$ cat config.mk
export PLATFORM = sky130hd
export DESIGN_NAME = ram_cmd_master_flat
export DESIGN_NICKNAME = d
export VERILOG_FILES = /design/src/rtl/ram_cmd_pkg.sv /design/src/rtl/ram_cmd_master_if.sv /design/src/rtl/ram_cmd_master.sv /design/src/flat_wrapper.sv
export SDC_FILE = /design/constraint.sdc
export NUM_CORES = 1
export LEC_CHECK = 0
export BUFFER_PORTS_ARGS = -buffer_cell sky130_fd_sc_hd__buf_2
export CORE_MARGIN = 2
export CORE_UTILIZATION = 50
export CTS_CLUSTER_DIAMETER = 100
export DETAILED_ROUTE_END_ITERATION = 8
export GPL_ROUTABILITY_DRIVEN = 0
export PLACE_DENSITY = 0.76
export SYNTH_ARGS = -nofsm -noshare
export SYNTH_HDL_FRONTEND = slang
export SYNTH_SLANG_ARGS = --single-unit
$ cat constraint.sdc
create_clock -name clk -period 2.09 [get_ports clk]
set_input_delay 0.3135 -clock clk [delete_from_list [all_inputs] [get_ports clk]]
set_output_delay 0.3135 -clock clk [all_outputs]
set_load 0.01 [all_outputs]
$ cat src/rtl/ram_cmd_pkg.sv
// ram_cmd_pkg: shared definitions for the RAM command bus initiator.
//   - 2-bit opcodes carried in the top bits of the RAM command word
//   - FSM state encoding for ram_cmd_master
//   - default address/data width
package ram_cmd_pkg;

    localparam int DEFAULT_ADDR_SIZE = 8;

    localparam logic [1:0] W_ADD  = 2'd0;
    localparam logic [1:0] W_DATA = 2'd1;
    localparam logic [1:0] R_ADD  = 2'd2;
    localparam logic [1:0] R_DATA = 2'd3;

    typedef enum logic [2:0] {
        IDLE  = 3'd0,
        WADDR = 3'd1,
        WDATA = 3'd2,
        RADDR = 3'd3,
        RDATA = 3'd4,
        RWAIT = 3'd5
    } state_t;

endpackage

$ cat src/rtl/ram_cmd_master_if.sv
// ram_cmd_master_if: request, RAM command and response signals of the
// RAM command bus initiator.
//   Request : req_valid, req_ready, req_write, req_addr, req_wdata
//   RAM bus : din ([ADDR_SIZE+1:ADDR_SIZE] opcode, rest payload), rx_valid,
//             tx_valid, dout
//   Response: rsp_valid, rsp_rdata, rsp_err
// Modports: master = the initiator's view, slave = the environment's view
// (request source, RAM and response sink).
interface ram_cmd_master_if #(
    parameter int ADDR_SIZE = 8
) ();

    logic                   req_valid;
    logic                   req_ready;
    logic                   req_write;
    logic [ADDR_SIZE-1:0]   req_addr;
    logic [ADDR_SIZE-1:0]   req_wdata;

    logic [ADDR_SIZE+1:0]   din;
    logic                   rx_valid;
    logic                   tx_valid;
    logic [ADDR_SIZE-1:0]   dout;

    logic                   rsp_valid;
    logic [ADDR_SIZE-1:0]   rsp_rdata;
    logic                   rsp_err;

    modport master (
        input  req_valid, req_write, req_addr, req_wdata, tx_valid, dout,
        output req_ready, din, rx_valid, rsp_valid, rsp_rdata, rsp_err
    );

    modport slave (
        output req_valid, req_write, req_addr, req_wdata, tx_valid, dout,
        input  req_ready, din, rx_valid, rsp_valid, rsp_rdata, rsp_err
    );

endinterface

$ cat src/rtl/ram_cmd_master.sv
// ram_cmd_master: turns single read/write requests into the two-word
// opcode+payload sequence of the RAM command bus and returns read data.
// Ports:
//   clk    - system clock, rising edge
//   rst_n  - asynchronous active-low reset
//   bus    - ram_cmd_master_if.master (request, RAM bus, response)
// Writes: W_ADD then W_DATA, no response.
// Reads : R_ADD then R_DATA, then wait up to TIMEOUT cycles for tx_valid;
//         a one-cycle rsp_valid pulse carries the data or an error.
module ram_cmd_master
    import ram_cmd_pkg::*;
#(
    parameter int ADDR_SIZE = DEFAULT_ADDR_SIZE,
    parameter int TIMEOUT   = 15
) (
    input  logic               clk,
    input  logic               rst_n,
    ram_cmd_master_if.master   bus
);

    localparam int                 DW       = ADDR_SIZE + 2;
    localparam int                 CNT_W    = $clog2(TIMEOUT + 1);
    localparam logic [CNT_W-1:0]   CNT_LAST = CNT_W'(TIMEOUT - 1);
    localparam logic [CNT_W-1:0]   CNT_ONE  = CNT_W'(1);
    // Parked bus word: W_ADD never triggers a RAM response, unlike R_DATA.
    localparam logic [DW-1:0]      IDLE_BUS = {W_ADD, {ADDR_SIZE{1'b0}}};

    state_t                 state_q,     state_d;
    logic [DW-1:0]          din_q,       din_d;
    logic                   rx_valid_q,  rx_valid_d;
    logic                   rsp_valid_q, rsp_valid_d;
    logic [ADDR_SIZE-1:0]   rsp_rdata_q, rsp_rdata_d;
    logic                   rsp_err_q,   rsp_err_d;
    logic [CNT_W-1:0]       cnt_q,       cnt_d;
    logic [ADDR_SIZE-1:0]   wdata_q,     wdata_d;

    // State, bus and response registers.
    always_ff @(posedge clk or negedge rst_n) begin
        if (!rst_n) begin
            state_q     <= IDLE;
            din_q       <= {DW{1'b0}};
            rx_valid_q  <= 1'b0;
            rsp_valid_q <= 1'b0;
            rsp_rdata_q <= {ADDR_SIZE{1'b0}};
            rsp_err_q   <= 1'b0;
            cnt_q       <= {CNT_W{1'b0}};
            wdata_q     <= {ADDR_SIZE{1'b0}};
        end else begin
            state_q     <= state_d;
            din_q       <= din_d;
            rx_valid_q  <= rx_valid_d;
            rsp_valid_q <= rsp_valid_d;
            rsp_rdata_q <= rsp_rdata_d;
            rsp_err_q   <= rsp_err_d;
            cnt_q       <= cnt_d;
            wdata_q     <= wdata_d;
        end
    end

    // Next-state and next-output logic of the command sequencer.
    always_comb begin
        state_d     = state_q;
        din_d       = din_q;
        rx_valid_d  = rx_valid_q;
        rsp_valid_d = 1'b0;
        rsp_rdata_d = rsp_rdata_q;
        rsp_err_d   = rsp_err_q;
        cnt_d       = cnt_q;
        wdata_d     = wdata_q;

        case (state_q)
            IDLE: begin
                if (bus.req_valid) begin
                    // Only wdata needs keeping: the address goes out right now.
                    wdata_d    = bus.req_wdata;
                    rx_valid_d = 1'b1;
                    if (bus.req_write) begin
                        state_d = WADDR;
                        din_d   = {W_ADD, bus.req_addr};
                    end else begin
                        state_d = RADDR;
                        din_d   = {R_ADD, bus.req_addr};
                    end
                end else begin
                    din_d      = IDLE_BUS;
                    rx_valid_d = 1'b0;
                end
            end
            WADDR: begin
                state_d    = WDATA;
                din_d      = {W_DATA, wdata_q};
                rx_valid_d = 1'b1;
            end
            WDATA: begin
                state_d    = IDLE;
                din_d      = IDLE_BUS;
                rx_valid_d = 1'b0;
            end
            RADDR: begin
                state_d    = RDATA;
                din_d      = {R_DATA, {ADDR_SIZE{1'b0}}};
                rx_valid_d = 1'b1;
            end
            RDATA: begin
                // din keeps R_DATA while waiting; only the qualifier drops.
                state_d    = RWAIT;
                rx_valid_d = 1'b0;
                cnt_d      = {CNT_W{1'b0}};
            end
            RWAIT: begin
                if (bus.tx_valid) begin
                    state_d     = IDLE;
                    din_d       = IDLE_BUS;
                    rx_valid_d  = 1'b0;
                    rsp_valid_d = 1'b1;
                    rsp_rdata_d = bus.dout;
                    rsp_err_d   = 1'b0;
                end else if (cnt_q == CNT_LAST) begin
                    state_d     = IDLE;
                    din_d       = IDLE_BUS;
                    rx_valid_d  = 1'b0;
                    rsp_valid_d = 1'b1;
                    rsp_rdata_d = {ADDR_SIZE{1'b0}};
                    rsp_err_d   = 1'b1;
                end else begin
                    cnt_d = cnt_q + CNT_ONE;
                end
            end
            default: begin
                state_d    = IDLE;
                din_d      = IDLE_BUS;
                rx_valid_d = 1'b0;
            end
        endcase
    end

    assign bus.req_ready = (state_q == IDLE);
    assign bus.din       = din_q;
    assign bus.rx_valid  = rx_valid_q;
    assign bus.rsp_valid = rsp_valid_q;
    assign bus.rsp_rdata = rsp_rdata_q;
    assign bus.rsp_err   = rsp_err_q;

endmodule
$ cat src/flat_wrapper.sv
// flat-port wrapper written by rule: the top's interface ports become plain ports
module ram_cmd_master_flat import ram_cmd_pkg::*;
#(
    parameter int ADDR_SIZE = DEFAULT_ADDR_SIZE,
    parameter int TIMEOUT   = 15
)
  (clk, rst_n, bus_req_valid, bus_req_write, bus_req_addr, bus_req_wdata, bus_tx_valid, bus_dout, bus_req_ready, bus_din, bus_rx_valid, bus_rsp_valid, bus_rsp_rdata, bus_rsp_err);
  ram_cmd_master_if #(.ADDR_SIZE(ADDR_SIZE)) bus_i ();
  input  logic clk;
  input  logic rst_n;
  input wire logic [$bits(bus_i.req_valid)-1:0] bus_req_valid;
  input wire logic [$bits(bus_i.req_write)-1:0] bus_req_write;
  input wire logic [$bits(bus_i.req_addr)-1:0] bus_req_addr;
  input wire logic [$bits(bus_i.req_wdata)-1:0] bus_req_wdata;
  input wire logic [$bits(bus_i.tx_valid)-1:0] bus_tx_valid;
  input wire logic [$bits(bus_i.dout)-1:0] bus_dout;
  output wire logic [$bits(bus_i.req_ready)-1:0] bus_req_ready;
  output wire logic [$bits(bus_i.din)-1:0] bus_din;
  output wire logic [$bits(bus_i.rx_valid)-1:0] bus_rx_valid;
  output wire logic [$bits(bus_i.rsp_valid)-1:0] bus_rsp_valid;
  output wire logic [$bits(bus_i.rsp_rdata)-1:0] bus_rsp_rdata;
  output wire logic [$bits(bus_i.rsp_err)-1:0] bus_rsp_err;
  assign bus_i.req_valid = bus_req_valid;
  assign bus_i.req_write = bus_req_write;
  assign bus_i.req_addr = bus_req_addr;
  assign bus_i.req_wdata = bus_req_wdata;
  assign bus_i.tx_valid = bus_tx_valid;
  assign bus_i.dout = bus_dout;
  assign bus_req_ready = bus_i.req_ready;
  assign bus_din = bus_i.din;
  assign bus_rx_valid = bus_i.rx_valid;
  assign bus_rsp_valid = bus_i.rsp_valid;
  assign bus_rsp_rdata = bus_i.rsp_rdata;
  assign bus_rsp_err = bus_i.rsp_err;
  ram_cmd_master #(.ADDR_SIZE(ADDR_SIZE), .TIMEOUT(TIMEOUT)) u_core (.clk(clk), .rst_n(rst_n), .bus(bus_i));
endmodule
== Word level (Yosys, flattened, before mapping) ==
Index checks and enable logic that the tools add are counted.

* Logic and storage cells: 52
* Bits in registers: 36
* Input port bits: 29

* Equality and inequality tests: 9
* $add $sub $neg: 1
* Bitwise operators: 1
* Muxes and demuxes: 24
* Reductions and logical operators: 9

{| class="wikitable"
|+ Operator list
! cell !! count
|-
| case mux 10 bit (5 select lines) || 1
|-
| 2-to-1 mux 10 bit || 4
|-
| 2-to-1 mux 8 bit || 2
|-
| case mux 3 bit (5 select lines) || 1
|-
| 2-to-1 mux 3 bit || 3
|-
| 2-to-1 mux 1 bit || 8
|-
| 2-to-1 mux 4 bit || 2
|-
| case mux 4 bit (2 select lines) || 1
|-
| AND reduction 2 bit || 4
|-
| equality test 3 bit, second input constant || 2
|-
| inequality test 2 bit, second input constant || 3
|-
| adder 4 x 1 -> 4 bit, second input constant || 1
|-
| equality test 4 bit, second input constant || 1
|-
| nonzero test 2 bit || 2
|-
| equality test 3 x 1 -> 1 bit, second input constant || 1
|-
| equality test 3 x 2 -> 1 bit, second input constant || 1
|-
| logical NOT 3 bit || 1
|-
| inequality test 3 x 2 -> 1 bit, second input constant || 1
|-
| case mux 1 bit (3 select lines) || 1
|-
| AND reduction 3 bit || 1
|-
| 2-to-1 mux 2 bit || 1
|-
| OR reduction 2 bit || 1
|-
| inverter 1 bit || 1
|}

== Longest topological paths before layout ==
* Depth after elaboration: 4
* Depth in mapped cells: 6
* Mapped depth without buffers: 5

== Worst setup path before layout ==
OpenSTA, ideal clock, no wires.

* Path kind: register to register
* Start: register u_core.state_q[1]
* End: register u_core.wdata_q[0]
* Period minus slack after synthesis: 1.504 ns
* Buffers on the path: 1
* Data required time: 1.965 ns
* Slack: 0.586 ns
* Arrival time: 1.379 ns
* Cell stages (with the launch flop): 5
* Cell sequence: dfrtp_1 buf_6 or3b_4 nor2_8 mux2_2

* Longest elaborated chain between the ends: 2

{| class="wikitable"
|+ Ends and longest elaborated chain
! item !! line !! text
|-
| from (decl) || ram_cmd_master.sv:28 || <nowiki>state_t state_q, state_d;</nowiki>
|-
| from (signal assigned) || ram_cmd_master.sv:49 || <nowiki>state_q <= state_d;</nowiki>
|-
| logical NOT 3 bit || ram_cmd_master.sv:71 || <nowiki>case (state_q)</nowiki>
|-
| AND reduction 2 bit (no line) || n/a ||
|-
| to (signal assigned) || ram_cmd_master.sv:47 || <nowiki>wdata_q <= {ADDR_SIZE{1'b0}};</nowiki>
|-
| to (signal assigned) || ram_cmd_master.sv:56 || <nowiki>wdata_q <= wdata_d;</nowiki>
|-
| to (decl) || ram_cmd_master.sv:35 || <nowiki>logic [ADDR_SIZE-1:0] wdata_q, wdata_d;</nowiki>
|}

Every way passes these cells.
A chain may end at the register's enable or synchronous reset.

== Worst setup path in the final report ==
* Start: register u_core.state_q[0]
* End: output port bus_req_ready

* Longest elaborated chain between the ends: 1

{| class="wikitable"
|+ Ends and longest elaborated chain
! item !! line !! text
|-
| logical NOT 3 bit || ram_cmd_master.sv:137 || <nowiki>assign bus.req_ready = (state_q == IDLE);</nowiki>
|-
| to (decl) || flat_wrapper.sv:17 || <nowiki>output wire logic [$bits(bus_i.req_ready)-1:0] bus_req_ready;</nowiki>
|}

Every way passes these cells.

==> out/results.tsv <==
stage	metric	value	unit
clocking	clk slew on worst S/H paths	0.11	ns
floorplan	Rows	20	
hold_path	Hold Path Class	input pin to asynchronous set/reset pin	
flow_run	Max Cap Violations	0	
synthesis	yosys warns	0	
timing	max-slew violations	0	
synthesis	post-synthesis sequential area ratio	55.2	%
finish	proportion of layout cells with a drive suffix above 1	38.3	%
clocking	CTS hold repair buffers	0	
critical_path	Critical Path RT	1.78	ns
synthesis	Unique masters post-synth	33	
clocking	cts repair resizes	0	
synthesis	Synth Net Count	171	
pwr	Worst IR Drop VDD	691	uV
critical_path	FF-to-FF End	u_core.bus.rsp_rdata[6]	
clocking	cts bufs inserted	5	
floorplan	num ports	51	
clocking	setup bufs post-CTS	0	
synthesis	ranking of synthesized cells by area	dfrtp_1 (55%), mux2_2 (5.5%), a221oi_1 (4.3%), a22o_1 (4.3%), nor2b_1 (3.8%)	
outcome	outcome	finished, final reports clean	
synthesis	post-synth top area share	55.2	%
critical_path	crit path launch type	flip-flop	
clocking	CTS tree	done	
synthesis	prevailing post-synth register cell	dfrtp_1	
drt	DRT iter0 DRCs	60	
clocking	H-tree lvl count	2	
timing	Fin Setup TNS	0	ns
place	PortBufs	50	
timing	RSZ-0062 raised after global routing	no	
timing	final period utilization	83.8	%
pwr	P_leak	0.000975	uW
global_routing	vias in the first global route	1285	
critical_path	Setup CP Type	flip-flop to primary output	
floorplan	DIE AREA	0.00374	mm2
synthesis	Synth Area per Inst	11.7	um2
finish	Fillers	272	
timing	Period minus WS final	1.75	ns
critical_path	CP arrival	1.44	ns
synthesis	FF+latch count, synth	36	
finish	Finished Layout Cells	237	
drt	Remaining DRCs	0	
place	Post-Place Cells	230	
synthesis	ys async rst share	100	%
synthesis	most common cell in the netlist	dfrtp_1	
drt	DRT Wirelength	3.36	mm
critical_path	reg2reg start	u_core.cnt_q[0]	
synthesis	Post-Synthesis Cells	140	
critical_path	type of element capturing the critical path	primary output	
timing	Post-Route Skew	0.0132	ns
drt	post-route antenna net violation count	0	
critical_path	R2R Setup Slk	0.41	ns
finish	Ant. Diodes	0	
clocking	clock buffer depth	2	
drt	DR WL/cell	14.2	um
critical_path	Crit Path Max Fanout	13	
floorplan	die width	61.1	um
timing	Setup Viol. Count Final	0	
synthesis	largest area contributor in the netlist	dfrtp_1	
critical_path	Worst R2R Path Depth	5	
drt	vias per inst	5.49	
clocking	CTS Sinks	36	
place	dpl hpwl	2.55	mm
synthesis	Post-synth EDFFs	0	
pwr	pwr/cell area	1480	mW/mm2
finish	area delta synth->final	20.9	%
global_routing	total grt overflow	0	
finish	fin nets	224	
timing	f_max	571	MHz
global_routing	first-pass GRT wire length	5.66	mm
synthesis	Post-Syn Area	0.00163	mm2
timing	Worst-Margin Slew	0.780	ns
floorplan	Starting Density	53.0	%
synthesis	Commonest cells post-synth	dfrtp_1 (36), nor2b_1 (10), nor3_1 (10)	
drt	1st-pass router iterations	4	
floorplan	Die Y	61.1	um
global_routing	gr usage total	21.0	%
clocking	Root Driver	clkbuf_4	
global_routing	antenna violations before repair	0	
timing	Hold WS	0.0360	ns
global_routing	largest net degree at the start of global routing	37	
drt	vias	1300	
timing	final hold violations	0	
timing	relative slew slack	48.0	%
floorplan	Core ar.	0.00308	mm2
clocking	later-pin clock latency in the skew report	0.34	ns
-- worst max-delay path by stage --
stage,startpoint,to,slack [ns],depth (start not counted)
4_1_cts,u_core.state_q[0],bus_req_ready,0.31,3
5_1_grt,u_core.state_q[0],bus_req_ready,0.22,3
2_1_floorplan,u_core.state_q[1],u_core.wdata_q[0],0.59,4
6_report,u_core.state_q[0],bus_req_ready,0.34,3
3_5_place_dp,u_core.cnt_q[0],u_core.bus.rsp_rdata[2],0.43,5
3_3_place_gp,u_core.cnt_q[0],u_core.bus.rsp_rdata[2],0.51,5
-- state kept, by name, indices dropped and copies added, names as in the netlist --
name,count
u_core.bus.rsp_valid,1
u_core.wdata_q,8
u_core.bus.din,10
u_core.state_q,3
u_core.cnt_q,4
u_core.bus.rx_valid,1
u_core.bus.rsp_err,1
u_core.bus.rsp_rdata,8
-- per-stage QoR --
step	setup slack, ns	area [um2]	total power, uW	util [%]
6_report	0.339	1970	2910	64.1
5_1_grt	0.217	1970	3190	64.1
4_1_cts	0.307	1970	2960	64.1
3_5_place_dp	0.426	1930	2610	62.6
3_3_place_gp	0.514	1930	2540	62.6
2_1_floorplan	0.586	1630	2180	-
-- worst max-delay path, cell delays in order, from the launching register on --
cell and delay, ns:
dfrtp_1 0.52, buf_4 0.24, nor3_1 0.18, buf_2 0.15
-- kinds of logic after synthesis --
group	share of synthesized area, %
AOI/OAI and AO/OA	14.7
DFF	55.2
muxes	5.52
adders and majority gates	1.53
buffers and inverters	4.14
and+or+nand+nor	18.9
-- cell usage in the layout (no fill, tap or decap), drive strengths merged, types with 2 or more instances in the layout --
master / instances
a211o: 2
a21oi: 2
a221oi: 8
a22o: 8
a31o: 2
a31oi: 2
and3: 2
buf: 56
clkbuf: 6
dfrtp: 36
ha: 2
inv: 3
mux2: 8
nand2: 5
nand2b: 2
nand3: 8
nand3b: 2
nand4b: 2
nor2: 5
nor2b: 10
nor3: 10
o211ai: 2
o21ai: 2
or3b: 2
-- per-layer routing --
metal | up-vias | part of all wire, % | GRT usage, %
met3 | 7 | 7.3 | 6.72
met2 | 45 | 48 | 33.1
met4 | 0 | 1.9 | 10.6
met5 | - | 0 | 0
li1 | 627 | - | -
met1 | 621 | 43 | 25.8
-- power by group --
| group | switching [uW] | internal (uW) |
|---|---|---|
| Clock | 214 | 124 |
| Combinational | 633 | 658 |
| Sequential | 263 | 1020 |
-- cell type report --
type / instances / area, um2 / share of cell area, %
clock buffer: 6 / 41.3 / 2.09
sequential: 36 / 901 / 45.7
inverter: 3 / 11.3 / 0.571
timing repair buffer: 56 / 295 / 15.0
multi-input combinational: 91 / 663 / 33.6
tap: 44 / 55.1 / 2.79
clock inverter: 1 / 5.00 / 0.254
No activity file was read; power rests on OpenSTA's default activity.
